**src/rtl/mc_controller_fsm.sv**
```systemverilog
// Multicycle MIPS control FSM with a mem_ready handshake and a memory wait-timeout counter.
// Build macro CTRL_TRAP_EN: illegal opcodes and memory timeouts divert through a TRAP state.
module mc_controller_fsm #(
   parameter int ALUOP_W     = 3,
   parameter int MEM_TIMEOUT = 16,
   parameter int CNT_W       = 8
) (
   input  logic               clk,
   input  logic               rst,
   input  logic [5:0]         opcode,
   input  logic               mem_ready,
   output logic               PCWrite,
   output logic               PCWriteCond,
   output logic               BranchNe,
   output logic               IorD,
   output logic               MemRead,
   output logic               MemWrite,
   output logic               MemtoReg,
   output logic               IRWrite,
   output logic               RegWrite,
   output logic               RegDst,
   output logic               ALUSrcA,
   output logic [1:0]         PCSource,
   output logic [1:0]         ALUSrcB,
   output logic [ALUOP_W-1:0] ALUOp,
   output logic               illegal_op,
   output logic               mem_timeout,
   output logic [3:0]         state_o
);

   typedef enum logic [3:0] {
      INIT   = 4'd0,
      FETCH  = 4'd1,
      DECODE = 4'd2,
      MADDR  = 4'd3,
      MEMLW  = 4'd4,
      MEMR   = 4'd5,
      MEMSW  = 4'd6,
      EXEC   = 4'd7,
      RCOMP  = 4'd8,
      IMMEX  = 4'd9,
      IMMWB  = 4'd10,
      BRANCH = 4'd11,
      JUMP   = 4'd12,
      TRAP   = 4'd13
   } state_t;

   localparam logic [5:0] OP_R    = 6'b000000;
   localparam logic [5:0] OP_J    = 6'b000010;
   localparam logic [5:0] OP_BEQ  = 6'b000100;
   localparam logic [5:0] OP_BNE  = 6'b000101;
   localparam logic [5:0] OP_ADDI = 6'b001000;
   localparam logic [5:0] OP_SLTI = 6'b001010;
   localparam logic [5:0] OP_ANDI = 6'b001100;
   localparam logic [5:0] OP_ORI  = 6'b001101;
   localparam logic [5:0] OP_LW   = 6'b100011;
   localparam logic [5:0] OP_SW   = 6'b101011;

   localparam logic [ALUOP_W-1:0] ALU_ADD = ALUOP_W'(3'd0);
   localparam logic [ALUOP_W-1:0] ALU_SUB = ALUOP_W'(3'd1);
   localparam logic [ALUOP_W-1:0] ALU_RF  = ALUOP_W'(3'd2);
   localparam logic [ALUOP_W-1:0] ALU_AND = ALUOP_W'(3'd3);
   localparam logic [ALUOP_W-1:0] ALU_OR  = ALUOP_W'(3'd4);
   localparam logic [ALUOP_W-1:0] ALU_SLT = ALUOP_W'(3'd5);

   localparam logic [CNT_W-1:0] TO_LAST = CNT_W'(MEM_TIMEOUT - 1);

`ifdef CTRL_TRAP_EN
   localparam logic TRAP_EN = 1'b1;
`else
   localparam logic TRAP_EN = 1'b0;
`endif

   state_t               state;
   state_t               next_state;
   logic [CNT_W-1:0]     wait_cnt;
   logic [CNT_W-1:0]     next_cnt;
   logic [ALUOP_W-1:0]   imm_aluop;
   logic [ALUOP_W-1:0]   dec_aluop;
   logic                 branch_ne;
   logic                 waiting;
   logic                 timeout_hit;
   logic                 dec_illegal;

   // Wait-state detection, timeout detection and wait counter update
   always_comb begin
      waiting     = (state == FETCH) || (state == MEMLW) || (state == MEMSW);
      timeout_hit = 1'b0;
      next_cnt    = {CNT_W{1'b0}};
      if (MEM_TIMEOUT != 0) begin
         timeout_hit = waiting && !mem_ready && (wait_cnt == TO_LAST);
         if (waiting && !mem_ready && !timeout_hit) begin
            next_cnt = wait_cnt + CNT_W'(1);
         end else begin
            next_cnt = {CNT_W{1'b0}};
         end
      end else begin
         timeout_hit = 1'b0;
         next_cnt    = {CNT_W{1'b0}};
      end
   end

   // Immediate-group ALU operation, latched in DECODE so IMMEX/IMMWB ignore the opcode
   always_comb begin
      dec_aluop = ALU_ADD;
      case (opcode)
         OP_ANDI: dec_aluop = ALU_AND;
         OP_ORI:  dec_aluop = ALU_OR;
         OP_SLTI: dec_aluop = ALU_SLT;
         default: dec_aluop = ALU_ADD;
      endcase
   end

   // Next-state logic
   always_comb begin
      next_state  = state;
      dec_illegal = 1'b0;
      case (state)
         INIT:  next_state = FETCH;
         FETCH: begin
            if (mem_ready) begin
               next_state = DECODE;
            end else if (TRAP_EN && timeout_hit) begin
               next_state = TRAP;
            end else begin
               next_state = FETCH;
            end
         end
         DECODE: begin
            case (opcode)
               OP_LW, OP_SW:                      next_state = MADDR;
               OP_R:                              next_state = EXEC;
               OP_BEQ, OP_BNE:                    next_state = BRANCH;
               OP_J:                              next_state = JUMP;
               OP_ADDI, OP_ANDI, OP_ORI, OP_SLTI: next_state = IMMEX;
               default: begin
                  dec_illegal = 1'b1;
                  next_state  = TRAP_EN ? TRAP : FETCH;
               end
            endcase
         end
         MADDR: begin
            case (opcode)
               OP_LW:   next_state = MEMLW;
               OP_SW:   next_state = MEMSW;
               default: next_state = FETCH;
            endcase
         end
         MEMLW: begin
            if (mem_ready) begin
               next_state = MEMR;
            end else if (TRAP_EN && timeout_hit) begin
               next_state = TRAP;
            end else begin
               next_state = MEMLW;
            end
         end
         MEMSW: begin
            if (mem_ready) begin
               next_state = FETCH;
            end else if (TRAP_EN && timeout_hit) begin
               next_state = TRAP;
            end else begin
               next_state = MEMSW;
            end
         end
         EXEC:   next_state = RCOMP;
         IMMEX:  next_state = IMMWB;
         MEMR, RCOMP, IMMWB, BRANCH, JUMP, TRAP: next_state = FETCH;
         default: next_state = INIT;
      endcase
   end

   // State, wait counter and decode-time captures
   always_ff @(posedge clk or posedge rst) begin
      if (rst) begin
         state     <= INIT;
         wait_cnt  <= {CNT_W{1'b0}};
         imm_aluop <= ALU_ADD;
         branch_ne <= 1'b0;
      end else begin
         state    <= next_state;
         wait_cnt <= next_cnt;
         if (state == DECODE) begin
            imm_aluop <= dec_aluop;
            branch_ne <= (opcode == OP_BNE);
         end
      end
   end

   // Datapath controls; FETCH and MEMSW write strobes are gated by mem_ready
   always_comb begin
      PCWrite     = 1'b0;
      PCWriteCond = 1'b0;
      BranchNe    = 1'b0;
      IorD        = 1'b0;
      MemRead     = 1'b0;
      MemWrite    = 1'b0;
      MemtoReg    = 1'b0;
      IRWrite     = 1'b0;
      RegWrite    = 1'b0;
      RegDst      = 1'b0;
      ALUSrcA     = 1'b0;
      PCSource    = 2'b00;
      ALUSrcB     = 2'b00;
      ALUOp       = ALU_ADD;
      case (state)
         FETCH: begin
            MemRead = 1'b1;
            ALUSrcB = 2'b01;
            IRWrite = mem_ready;
            PCWrite = mem_ready;
         end
         DECODE: ALUSrcB = 2'b11;
         MADDR: begin
            ALUSrcA = 1'b1;
            ALUSrcB = 2'b10;
         end
         MEMLW: begin
            MemRead = 1'b1;
            IorD    = 1'b1;
         end
         MEMR: begin
            RegWrite = 1'b1;
            MemtoReg = 1'b1;
         end
         MEMSW: begin
            IorD     = 1'b1;
            MemWrite = mem_ready;
         end
         EXEC: begin
            ALUSrcA = 1'b1;
            ALUOp   = ALU_RF;
         end
         RCOMP: begin
            ALUSrcA  = 1'b1;
            ALUOp    = ALU_RF;
            RegDst   = 1'b1;
            RegWrite = 1'b1;
         end
         IMMEX: begin
            ALUSrcA = 1'b1;
            ALUSrcB = 2'b10;
            ALUOp   = imm_aluop;
         end
         IMMWB: begin
            ALUSrcA  = 1'b1;
            ALUSrcB  = 2'b10;
            ALUOp    = imm_aluop;
            RegWrite = 1'b1;
         end
         BRANCH: begin
            ALUSrcA     = 1'b1;
            ALUOp       = ALU_SUB;
            PCSource    = 2'b01;
            PCWriteCond = 1'b1;
            BranchNe    = branch_ne;
         end
         JUMP: begin
            PCSource = 2'b10;
            PCWrite  = 1'b1;
         end
         TRAP: begin
            PCSource = 2'b11;
            PCWrite  = 1'b1;
         end
         default: PCWrite = 1'b0;
      endcase
   end

   assign illegal_op  = (state == DECODE) && dec_illegal;
   assign mem_timeout = timeout_hit;
   assign state_o     = state;

endmodule

```
**config.mk**
```make
export PLATFORM = sky130hd
export DESIGN_NAME = mc_controller_fsm
export DESIGN_NICKNAME = d
export VERILOG_FILES = /design/src/rtl/mc_controller_fsm.sv
export SDC_FILE = /design/constraint.sdc
export NUM_CORES = 1
export LEC_CHECK = 0
export BUFFER_PORTS_ARGS = -buffer_cell sky130_fd_sc_hd__buf_2
export CAP_MARGIN = 15
export CORE_MARGIN = 5
export CORE_UTILIZATION = 30
export CTS_BUF_LIST = sky130_fd_sc_hd__clkbuf_2
export DETAILED_ROUTE_END_ITERATION = 6
export PLACE_DENSITY_LB_ADDON = 0.08
export REMOVE_ABC_BUFFERS = 1
export SKIP_CTS_REPAIR_TIMING = 1
export SLEW_MARGIN = 20
export SYNTH_ARGS = -nofsm -noshare
export SYNTH_HDL_FRONTEND = slang
export SYNTH_SLANG_ARGS = --single-unit
```
**constraint.sdc**
```tcl
create_clock -name clk -period 2.4 [get_ports clk]
set_input_delay 0.12 -clock clk [delete_from_list [all_inputs] [get_ports clk]]
set_output_delay 0.12 -clock clk [all_outputs]
set_load 0.05 [all_outputs]
```
* After elaboration in Yosys (flattened, before gate mapping)
Cells that the tools add are included.
Widths: inputs -> output; s select.
** Word-level totals
- Bits of input ports :: 9
- Flip-flop bits (word level) :: 16
** Operators by class
- Equal/unequal tests :: 23
- Muxes and demuxes :: 24
- Reductions and logical operators :: 23
- Add/subtract/negate cells :: 1
** Operators by type and width (count)
- $pmux 4 s8 :: 1
- $eq 4x4->1 const B :: 6
- $eq 6x4->1 const B :: 4
- $pmux 4 s5 :: 1
- $pmux 3 s3 :: 2
- $eq 4x3->1 const B :: 4
- $reduce_or 2->1 :: 7
- $mux 1 :: 13
- $eq 6x3->1 const B :: 2
- $eq 6x6->1 const B :: 2
- $pmux 2 s3 :: 2
- $reduce_or 10->1 :: 1
- $add 8x1->8 const B :: 1
- $eq 4x2->1 const B :: 2
- $eq 8x4->1 const B :: 1
- $mux 8 :: 1
- $reduce_or 7->1 :: 1
- $eq 6x2->1 const B :: 1
- $logic_not 6->1 :: 1
- $pmux 3 s2 :: 1
- $reduce_or 3->1 :: 2
- $reduce_or 6->1 :: 1
- $eq 4x1->1 const B :: 1
- $logic_and 1x1->1 :: 4
- other kinds (7) :: 9

* Longest topological paths before layout
Gate-level depths: netlist (run 1).
- Depth in word-level cells :: 8
- Depth in mapped cells :: 5
- Depth with buffers taken out :: 4

* Worst setup path before layout (run 1)
OpenSTA, ideal clock, no wires.
- Path kind :: reg2out
- Start :: register state[1] (netlist: state_o[1])
- End :: output port PCWrite
- Arrival time :: 3.213 ns
- Setup slack :: -0.933 ns
- Buffers on the path :: 1
- Stages on the path, launching flop included :: 5
- Path through :: dfrtp_1 -> buf_2 -> nand2b_1 -> nor4b_1 -> or2_2
** On the way
- Word-level cells in the longest chain between the ends :: 3
- Elaborated cells between the ends (all ways) :: 5
** Ends and longest elaborated chain
- from (decl) :: RTL line 74 : state_t state;
- from (signal assigned) :: RTL line 182 : state <= next_state;
- $eq 4x4->1 :: RTL line 207 : case (state)
- $reduce_or 2->1 (no line)
- $pmux 1 s2 * :: RTL line 207
- to (decl) :: RTL line 12 : output logic PCWrite,
Mark *: on every way between the ends. The rest lies on a longest branch, timed or not.

* Worst setup path in the final report (run 1)
- Start :: register state[0] (netlist: state_o[0])
- End :: output port mem_timeout
** On the way
- Word-level cells in the longest chain between the ends :: 5
- Elaborated cells between the ends (all ways) :: 7
** Ends and longest elaborated chain
- $eq 4x1->1 / $eq 4x3->1 (equally long branches) :: RTL line 87 : waiting = (state == FETCH) || (state == MEMLW) || (state == MEMSW);
- $logic_or 1x1->1 :: RTL line 87
- $logic_or 1x1->1 * :: RTL line 87
- $logic_and 1x1->1 * (2 in series) :: RTL line 91 : timeout_hit = waiting && !mem_ready && (wait_cnt == TO_LAST);
- to (decl) :: RTL line 27 : output logic mem_timeout,
Marks and branches as above.

==> impl_metrics.csv, run 1 <==
group,metric,value,unit
critical_path,cp_slowest_cell,"dfrtp_1",
critical_path,path_class,"flop to output port",
clock_tree,cts_tree,"yes",
drt,vias,1166,
hold_path,hold_depth,2,
critical_path,critPathRequiredTime,2.28,ns
clock_tree,clk_latency,0.28,ns
global_routing,grt_max_degree,22,
critical_path,startpoint_type,"flop",
synth,synth_ff_type,"dfrtp_1",
timing,slew_viol_final,0,
timing,rsz0062_at_grt,"no",
drt,initialDrtViolationCount,36,
job,maxCapViolations,0,
placement,dp_hpwl,2400,µm
critical_path,slowest_delay,0.38,ns
floorplanning,row_count,23,
timing,setup_viol,0,
synth,netlist_instances,145,
synth,ys_types,49,
drt,drtAntennaViolNets,0,
timing,min_period,2.14,ns
layout,areaGrowthSynthToFinish,19.6,%
layout,layout-drive-gt1-share,0.261,
drt,firstDrtPassIters,4,
critical_path,r2r_start,"state_o[2]",
drt,finalWirelength,3100,µm
global_routing,grt_pass1_vias,1131,
placement,port_buffers,32,
global_routing,grt_overflow,0,
synth,synth_edf_count,0,
floorplanning,fp.dieArea,5340,µm²
floorplanning,die_width,73.0,µm
floorplanning,die_h,73.0,µm
timing,max_slew_margin,0.584,
drt,viasPerCell,5.16,
global_routing,antenna_found_initial,0,
power_and_ir_drop,leakagePower,0.645,nW
drt,drc,0,
power_and_ir_drop,powerDensity,879,nW/µm²
synth,synthArstFlopShare,1.00,
timing,finClkSkew,0.00384,ns
synth,ys_ff_latch,16,
layout,antenna_cells,0,
timing,hold_viol_final,0,
synth,syn_area,1190,µm²
clock_tree,clock_sinks,16,
critical_path,worst_ep_arrival_time,2.02,ns
outcome,status,"completed",
layout,final_common_cell,"buf_2",
hold_path,hold_path.startpoint,"opcode[3]",
synth,avgSynthCellArea,8.22,µm²
hold_path,hold_path_class,"input port to flop",
critical_path,critPathMaxFanout,21,
critical_path,r2r_cells,3,
clock_tree,cts_root_buffer,"clkbuf_2",
global_routing,grt_usage,0.121,
floorplanning,ios,33,
synth,synth_warnings,0,
placement,pre_cts_ws,0.478,ns
critical_path,reg2reg_slack,0.46,ns
global_routing,grt_pass1_wl,5220,µm
synth,ys_seq_area_frac,0.336,
clock_tree,cts_buffers,3,
timing,fmax,0.467,GHz
layout,nets,188,
timing,layout_worst_path_cycle_share,0.892,
layout,fillers,452,
hold_path,hold_end,"branch_ne",
clock_tree,clock_path_buffers,2,
timing,fin_ws,0.260,ns
placement,place_congestion,0.801,
critical_path,end_kind,"output port",
power_and_ir_drop,p_total,1.25,mW
critical_path,crit_path_cell_trace,"buf_4, nor3b_1, o21ai_1, nor3_1, buf_2",
floorplanning,initial_utilization,0.305,
clock_tree,cts_max_level,1,
power_and_ir_drop,ir_drop,0.259,mV
layout,layout_common_cells,"buf_2 (32), dfrtp_1 (16), nand2_1 (11), nor2_1 (11), o21ai_0 (9)",
clock_tree,clkTransAtPathRegs,0.15,ns
drt,wl_per_cell,13.7,µm
timing,max_slew.worst_pin.slew,0.623,ns
floorplanning,core_area,3910,µm²
critical_path,r2r-end,"imm_aluop[0]",
critical_path,cp-startpoint,"state_o[0]",
[worst max path at each step]
| stage | slack, ns | depth (start not counted) | end |
|---|---|---|---|
| 6_report | 0.26 | 5 | mem_timeout |
| 5_1_grt | 0.05 | 5 | mem_timeout |
| 4_1_cts | 0.12 | 5 | mem_timeout |
| 3_5_place_dp | 0.48 | 3 | imm_aluop[0] |
| 3_3_place_gp | 0.52 | 3 | imm_aluop[0] |
| 2_1_floorplan | -1.06 | 3 | PCWrite |
[power by group]
group | internal, mW | switching, mW
Combinational | 0.216 | 0.559
Clock | 0.0341 | 0.0823
Sequential | 0.324 | 0.0381
[flip-flops by register name, indices dropped and copies added (netlist names)]
register / flops
wait_cnt: 8
branch_ne: 1
state_o: 4
imm_aluop: 3
[per-layer routing]
metal / share of wire / track usage
met5: 0 / 0
met3: 0.019 / 0.0152
met1: 0.45 / 0.144
met2: 0.54 / 0.221
met4: 0 / 0.0430
[cells by family after synthesis]
group | Yosys count | share of synthesized area
adder cells (fa/ha/maj) | 1 | 0.0105
multiplexers | 1 | 0.00839
AND/OR/NAND/NOR | 69 | 0.344
AO/OA/AOI/OAI | 38 | 0.213
XOR/XNOR | 4 | 0.0294
buffers and inverters | 16 | 0.0588
flip-flops | 16 | 0.336
[through the flow]
step / utilization / hold slack (ns) / area [µm²] / std cells / TNS [ns]
2_1_floorplan: - / 0.0337 / 1150 / 136 / -2.37
3_3_place_gp: 0.358 / 0.262 / 1400 / 222 / 0
3_5_place_dp: 0.358 / 0.247 / 1400 / 222 / 0
4_1_cts: 0.362 / -0.101 / 1420 / 225 / 0
5_1_grt: 0.364 / 0.0712 / 1430 / 226 / 0
6_report: 0.364 / 0.0918 / 1430 / 226 / 0
[cell type report]
cell class / instances / area, µm² / area share
tap: 50 / 62.6 / 0.0439
clock buffer: 3 / 15.0 / 0.0105
multi-input combinational: 113 / 722 / 0.506
inverter: 7 / 26.3 / 0.0184
sequential: 16 / 400 / 0.281
timing repair buffer: 37 / 200 / 0.140
[worst max-delay path, delay by kind of cell, from the launching register on]
family | cells | cell delay, ns
and+or+nand+nor | 2 | 0.57
buffers and inverters | 2 | 0.52
AOI/OAI and AO/OA | 1 | 0.27
DFF | 1 | 0.38
[cells in the mapped netlist, types with 4 or more instances]
cell type	count	area share
dfrtp_1	16	0.34
nand2_1	11	0.035
nor2_1	11	0.035
o21ai_0	10	0.042
a21oi_1	8	0.034
inv_1	7	0.022
nor2b_1	6	0.031
clkbuf_1	5	0.016
nand2b_1	5	0.026
or3_1	5	0.026
nand4_1	4	0.021
nor3_1	4	0.017
nor3b_1	4	0.025
Power figures use the tool's default switching activity.
==> run 2: changes to the inputs <==
--- a/config.mk
+++ b/config.mk
@@ -5,6 +5,7 @@
 export SDC_FILE = /design/constraint.sdc
 export NUM_CORES = 1
 export LEC_CHECK = 0
+export ABC_AREA = 1
 export BUFFER_PORTS_ARGS = -buffer_cell sky130_fd_sc_hd__buf_2
 export CAP_MARGIN = 15
 export CORE_MARGIN = 5
==> run 2 against run 1 <==
Cell count increased by 16%. Critical path type unchanged. Non-clock buffer count decreased by 4. Synthesized cell count increased by 23%. Largest power group unchanged. Largest cell class unchanged. Count of clock-buffer cells in the layout unchanged. Core utilization increased by 1.1 points.
==> impl_metrics.csv, run 2 <==
group,metric,value,unit
layout,largest_reg_flops,8,
drt,wl_per_cell,11.2,µm
critical_path,path_class,"flop to output port",
global_routing,grt_usage,0.126,
timing,rsz0062_at_grt,"no",
synth,muxShareOfSynthArea,0,
layout,largest_register,"wait_cnt",
placement,dp_hpwl,2480,µm
layout,layout-drive-gt1-share,0.224,
timing,fin_ws,0.372,ns
global_routing,grt_max_degree,17,
drt,finalWirelength,2940,µm
synth,synth_ff_type,"dfrtp_1",
placement,place_congestion,0.877,
layout,nets,226,
power_and_ir_drop,p_seq_frac,0.310,
clock_tree,cts_buffers,3,
synth,ys_ff_latch,16,
critical_path,timing.critical_path.to,"illegal_op",
timing,max_slew_margin,0.589,
timing,layout_worst_path_cycle_share,0.845,
global_routing,grt_overflow,0,
critical_path,critPathMaxFanout,7,
clock_tree,clock_sinks,16,
critical_path,reg2reg_slack,1.00,ns
outcome,status,"completed",
floorplanning,core_area,3630,µm²
clock_tree,cts_root_buffer,"clkbuf_2",
clock_tree,clkTransAtPathRegs,0.14,ns
clock_tree,clock_path_buffers,2,
synth,ys_seq_area_frac,0.356,
layout,areaGrowthSynthToFinish,21.4,%
synth,synthAdderAreaFrac,0.0111,
floorplanning,die_h,71.2,µm
synth,synth_area_leader_cell,"dfrtp_1",
drt,initialDrtViolationCount,70,
global_routing,grt_pass1_wl,5110,µm
clock_tree,clk_latency,0.28,ns
critical_path,startpoint_type,"flop",
placement,port_buffers,32,
critical_path,critPathRequiredTime,2.28,ns
synth,synth_top_family_by_area,"simple AND/OR/NAND/NOR gates",
synth,synth_compound_area_frac,0.0723,
timing,slew_viol_final,0,
layout,antenna_cells,0,
timing,setup_viol,0,
floorplanning,initial_utilization,0.310,
synth,netlist_instances,179,
floorplanning,ios,33,
critical_path,r2r-end,"wait_cnt[6]",
timing,hold_viol_final,0,
drt,drc,0,
clock_tree,cts_max_level,1,
floorplanning,fp.dieArea,5070,µm²
power_and_ir_drop,switching_share,0.573,
drt,firstDrtPassIters,4,
hold_path,hold_path_class,"input port to flop",
clock_tree,cts_tree,"yes",
synth,synthXorXnorAreaFrac,0.0234,
power_and_ir_drop,p_switching,0.711,mW
power_and_ir_drop,internal_power,0.531,mW
placement,pre_cts_ws,0.735,ns
global_routing,grt_pass1_vias,1151,
synth,synth_simple_gate_area_frac,0.406,
timing,fmax,0.493,GHz
job,maxCapViolations,0,
layout,final_common_cell,"nand2_1",
power_and_ir_drop,clockPowerShare,0.090,
synth,syn_area,1120,µm²
layout,fillers,424,
drt,drtAntennaViolNets,0,
timing,finClkSkew,0.00556,ns
power_and_ir_drop,combPwrFrac,0.600,
synth,avgSynthCellArea,6.28,µm²
critical_path,end_kind,"output port",
layout,layout_common_cells,"nand2_1 (39), inv_1 (35), nor2_1 (35)",
drt,vias,1201,
critical_path,r2r_start,"wait_cnt[0]",
synth,synthArstFlopShare,1.00,
global_routing,antenna_found_initial,0,
floorplanning,row_count,22,
timing,min_period,2.03,ns
timing,max_slew.worst_pin.slew,0.616,ns
synth,synthTopCellsByCount,"nand2_1 (39), inv_1 (35), nor2_1 (35), dfrtp_1 (16), nand3_1 (16)",
power_and_ir_drop,powerDensity,909,nW/µm²
synth,synth_edf_count,0,
synth,ys_types,21,
synth,synth_area_leaders,"dfrtp_1 (36%), nand2_1 (13%), inv_1 (12%), nor2_1 (12%), nand3_1 (7.1%)",
synth,synth_warnings,0,
synth,yosys.cell_count.top_type,"nand2_1",
critical_path,worst_ep_arrival_time,1.91,ns
critical_path,cp-startpoint,"state_o[2]",
critical_path,r2r_cells,6,
synth,yosys.area.top_type_share,0.356,
power_and_ir_drop,leakagePower,0.829,nW
power_and_ir_drop,ir_drop,0.392,mV
timing,finalSetupTns,0,ns
drt,viasPerCell,4.58,
floorplanning,die_width,71.2,µm
## run 2: changes by cell type after synthesis, sizes merged, moves of 4 or more
cell and change:
inv +31, nand2 +31, nor2 +28, nand3 +15, nor2b -6, clkbuf -5, nand2b -5, or3 -5
nor3b -4
## run 2: how the worst min path moves through the flow
stage / startpoint / endpoint / slack, ns / cells past startpoint
global route: opcode[3] / state_o[1] / 0.11 / 3
CTS: rst / imm_aluop[1] / -0.1 / 2
global placement: rst / wait_cnt[5] / 0.24 / 2
floorplan: rst / branch_ne / 0.03 / 1
detailed placement: rst / imm_aluop[1] / 0.24 / 2
finish: opcode[3] / state_o[1] / 0.12 / 3
## run 2: power by group through the flow
stage | clock network, mW | registers (mW) | logic (mW)
floorplan | 0 | 0.442 | 0.516
global placement | 0 | 0.387 | 0.747
detailed placement | 0 | 0.391 | 0.749
CTS | 0.123 | 0.385 | 0.752
global route | 0.133 | 0.395 | 0.817
finish | 0.112 | 0.385 | 0.744
## run 2: metrics by stage
step | utilization | hold slack [ns] | cell area, µm² | power (mW) | std cells
final | 0.376 | 0.122 | 1370 | 1.24 | 262
after global routing | 0.376 | 0.110 | 1370 | 1.34 | 262
after CTS | 0.373 | -0.0962 | 1360 | 1.26 | 261
after detailed placement | 0.369 | 0.241 | 1340 | 1.14 | 258
after global placement | 0.369 | 0.241 | 1340 | 1.13 | 258
after floorplan | - | 0.0337 | 1120 | 0.957 | 178
## run 2: layout make-up
class                   count  area [µm²]  area share
multi-input cells         124         577       0.423
flip-flops and latches     16         400       0.293
repair buffers             33         170       0.125
inverters                  38         143       0.104
well taps                  48        60.1      0.0440
clock buffers               3        15.0      0.0110
## run 2: metal layers
| layer | vias to the layer above | share of wire | track usage | wire length [µm] |
|---|---|---|---|---|
| li1 | 617 | - | - | - |
| met1 | 541 | 0.46 | 0.164 | 1350 |
| met2 | 39 | 0.45 | 0.199 | 1330 |
| met3 | 4 | 0.086 | 0.0519 | 254 |
| met4 | 0 | 0.0048 | 0.0188 | 14 |
| met5 | - | 0 | 0 | 0 |
## run 2: cell families (layout without fill, tap and decap cells)
| family | after synthesis | after routing |
|---|---|---|
| flip-flops | 16 | 16 |
| adder cells (fa/ha/maj) | 1 | 1 |
| AND/OR/NAND/NOR | 105 | 105 |
| AO/OA/AOI/OAI | 15 | 15 |
| XOR/XNOR | 3 | 3 |
| buffers and inverters | 39 | 74 |
## run 2: critical path, cell delays in order, from the launching register on
cell	delay, ns
dfrtp_1	0.47
nor2_2	0.26
nand2_2	0.17
inv_2	0.14
nand2_1	0.08
nor3_1	0.21
buf_2	0.30
==> run 3: changes to the inputs <==
==> constraint.sdc (replaced) <==
create_clock -name clk -period 1.7 [get_ports clk]
set_input_delay 0.085 -clock clk [delete_from_list [all_inputs] [get_ports clk]]
set_output_delay 0.085 -clock clk [all_outputs]
set_load 0.05 [all_outputs]
==> run 3 against run 2 <==
Clock skew is 0.0044 ns lower. Critical path type unchanged. Combinational power is 91% higher. Sequential share of layout area is 4.8 points lower. Highest routed layer unchanged. First-iteration DRC count is 1.4% higher. Worst setup slack worse by 0.34 ns. Largest power group unchanged.
==> impl_metrics.csv, run 3 (same netlist as run 2, synthesis figures left out) <==
group,metric,value,unit
timing,layout_worst_path_cycle_share,0.980,
global_routing,grt_overflow,0,
layout,largest_reg_flops,8,
critical_path,end_kind,"output port",
power_and_ir_drop,internal_power,0.981,mW
timing,max_slew.worst_pin.slew,0.618,ns
power_and_ir_drop,clockPowerShare,0.078,
global_routing,antenna_found_initial,0,
clock_tree,cts_max_level,1,
floorplanning,fp.dieArea,5070,µm²
global_routing,grt_usage,0.125,
clock_tree,cts_buffers,3,
timing,rsz0062_at_grt,"yes",
layout,final_common_cell,"nand2_1",
critical_path,cp_top_family,"simple AND/OR/NAND/NOR gates",
power_and_ir_drop,p_switching,1.17,mW
power_and_ir_drop,p_seq_frac,0.261,
power_and_ir_drop,combPwrFrac,0.662,
placement,dp_hpwl,2470,µm
layout,largest_register,"wait_cnt",
timing,setup_viol,0,
floorplanning,die_h,71.2,µm
global_routing,grt_max_degree,17,
critical_path,startpoint_type,"flop",
drt,finalWirelength,3190,µm
clock_tree,cts_tree,"yes",
floorplanning,initial_utilization,0.310,
timing,finClkSkew,0.00116,ns
critical_path,worst_ep_arrival_time,1.58,ns
layout,final_util,0.454,
clock_tree,clock_path_buffers,2,
drt,firstDrtPassIters,4,
critical_path,cp_slowest_cell,"dfrtp_2",
layout,layout-drive-gt1-share,0.383,
floorplanning,row_count,22,
clock_tree,clkTransAtPathRegs,0.15,ns
power_and_ir_drop,switching_share,0.544,
critical_path,slowest_delay,0.49,ns
timing,max_slew_margin,0.588,
drt,drtAntennaViolNets,0,
timing,hold_viol_final,0,
critical_path,critPathMaxFanout,7,
critical_path,path_class,"flop to output port",
power_and_ir_drop,powerDensity,1300,nW/µm²
critical_path,crit_buf_inv,2,
global_routing,grt_pass1_wl,5100,µm
layout,antenna_cells,0,
outcome,status,"completed",
drt,initialDrtViolationCount,71,
power_and_ir_drop,ir_drop,0.669,mV
clock_tree,cts_root_buffer,"clkbuf_2",
drt,wl_per_cell,11.6,µm
drt,vias,1246,
clock_tree,clk_latency,0.28,ns
floorplanning,ios,33,
critical_path,critPathRequiredTime,1.62,ns
layout,nets,238,
layout,fillers,416,
drt,viasPerCell,4.53,
floorplanning,die_width,71.2,µm
timing,min_period,1.67,ns
clock_tree,clock_sinks,16,
floorplanning,core_area,3630,µm²
timing,fin_hold_ws,0.0881,ns
critical_path,crit_path_cell_trace,"nor2_4, nand2_4, inv_4, nand2_1, nor3_2, buf_6",
power_and_ir_drop,leakagePower,0.908,nW
layout,layout_common_cells,"nand2_1 (34), inv_1 (29), nor2_1 (28)",
timing,slew_viol_final,0,
timing,fmax,0.600,GHz
placement,port_buffers,32,
layout,areaGrowthSynthToFinish,46.7,%
global_routing,grt_pass1_vias,1133,
job,maxCapViolations,0,
drt,drc,0,
placement,place_congestion,0.877,
hold_path,hold_path_class,"input port to flop",
-- run 3: changes by cell type in the layout (fill, tap and decap cells not counted), sizes merged --
cell	before	now
buf	32	43
clkbuf	3	4
clkinv	0	1
-- run 3: tightest hold or removal path, cell delays in order --
cell     delay (ns)
buf_2          0.13
a21oi_1        0.08
nand2_1        0.05
-- run 3: area by class of cell --
cell class | count | area (µm²) | share of cell area
Multi-Input combinational cell | 124 | 689 | 0.418
Sequential cell | 16 | 405 | 0.246
Timing Repair Buffer | 45 | 329 | 0.199
Inverter | 38 | 148 | 0.0895
Tap cell | 48 | 60.1 | 0.0364
Clock buffer | 3 | 15.0 | 0.00910
Clock inverter | 1 | 3.75 | 0.00227
-- run 3: power groups by stage --
stage	combinational [mW]	sequential (mW)	clock (mW)
2_1_floorplan	0.728	0.623	0
3_3_place_gp	1.05	0.546	0
3_5_place_dp	1.06	0.551	0
4_1_cts	1.06	0.543	0.181
5_1_grt	1.54	0.570	0.198
6_report	1.42	0.561	0.167
-- run 3: metal layers --
layer,up-vias,wire (µm),track usage,share of wire
met3,2,236,0.0477,0.074
met1,566,1420,0.169,0.44
met4,0,13,0.0188,0.0041
met2,35,1520,0.195,0.48
li1,643,-,-,-
met5,-,0,0,0
-- run 3: path summary, 6_finish.rpt --
check                            startpoint            to  slack [ns]  cells past startpoint
worst max-delay path             state_o[2]    illegal_op        0.03                      6
worst min-delay path              opcode[3]    state_o[1]        0.09                      3
worst max register to register  wait_cnt[0]   wait_cnt[6]        0.28                      6
worst min register to register    branch_ne     branch_ne        0.51                      2
max in group asynchronous               rst    state_o[3]        0.88                      3
min in group asynchronous               rst  imm_aluop[0]        0.39                      3
-- run 3: stage by stage --
stage | setup slack (ns) | TNS (ns) | instance area [µm²] | total power, mW | std cells
after global placement | 0.0901 | 0 | 1340 | 1.60 | 258
after global routing | -0.0707 | -0.337 | 1650 | 2.31 | 275
after floorplan | -0.968 | -8.37 | 1120 | 1.35 | 178
after CTS | -0.251 | -1.33 | 1360 | 1.78 | 262
final | 0.0341 | 0 | 1650 | 2.15 | 275
after detailed placement | 0.114 | 0 | 1340 | 1.61 | 258
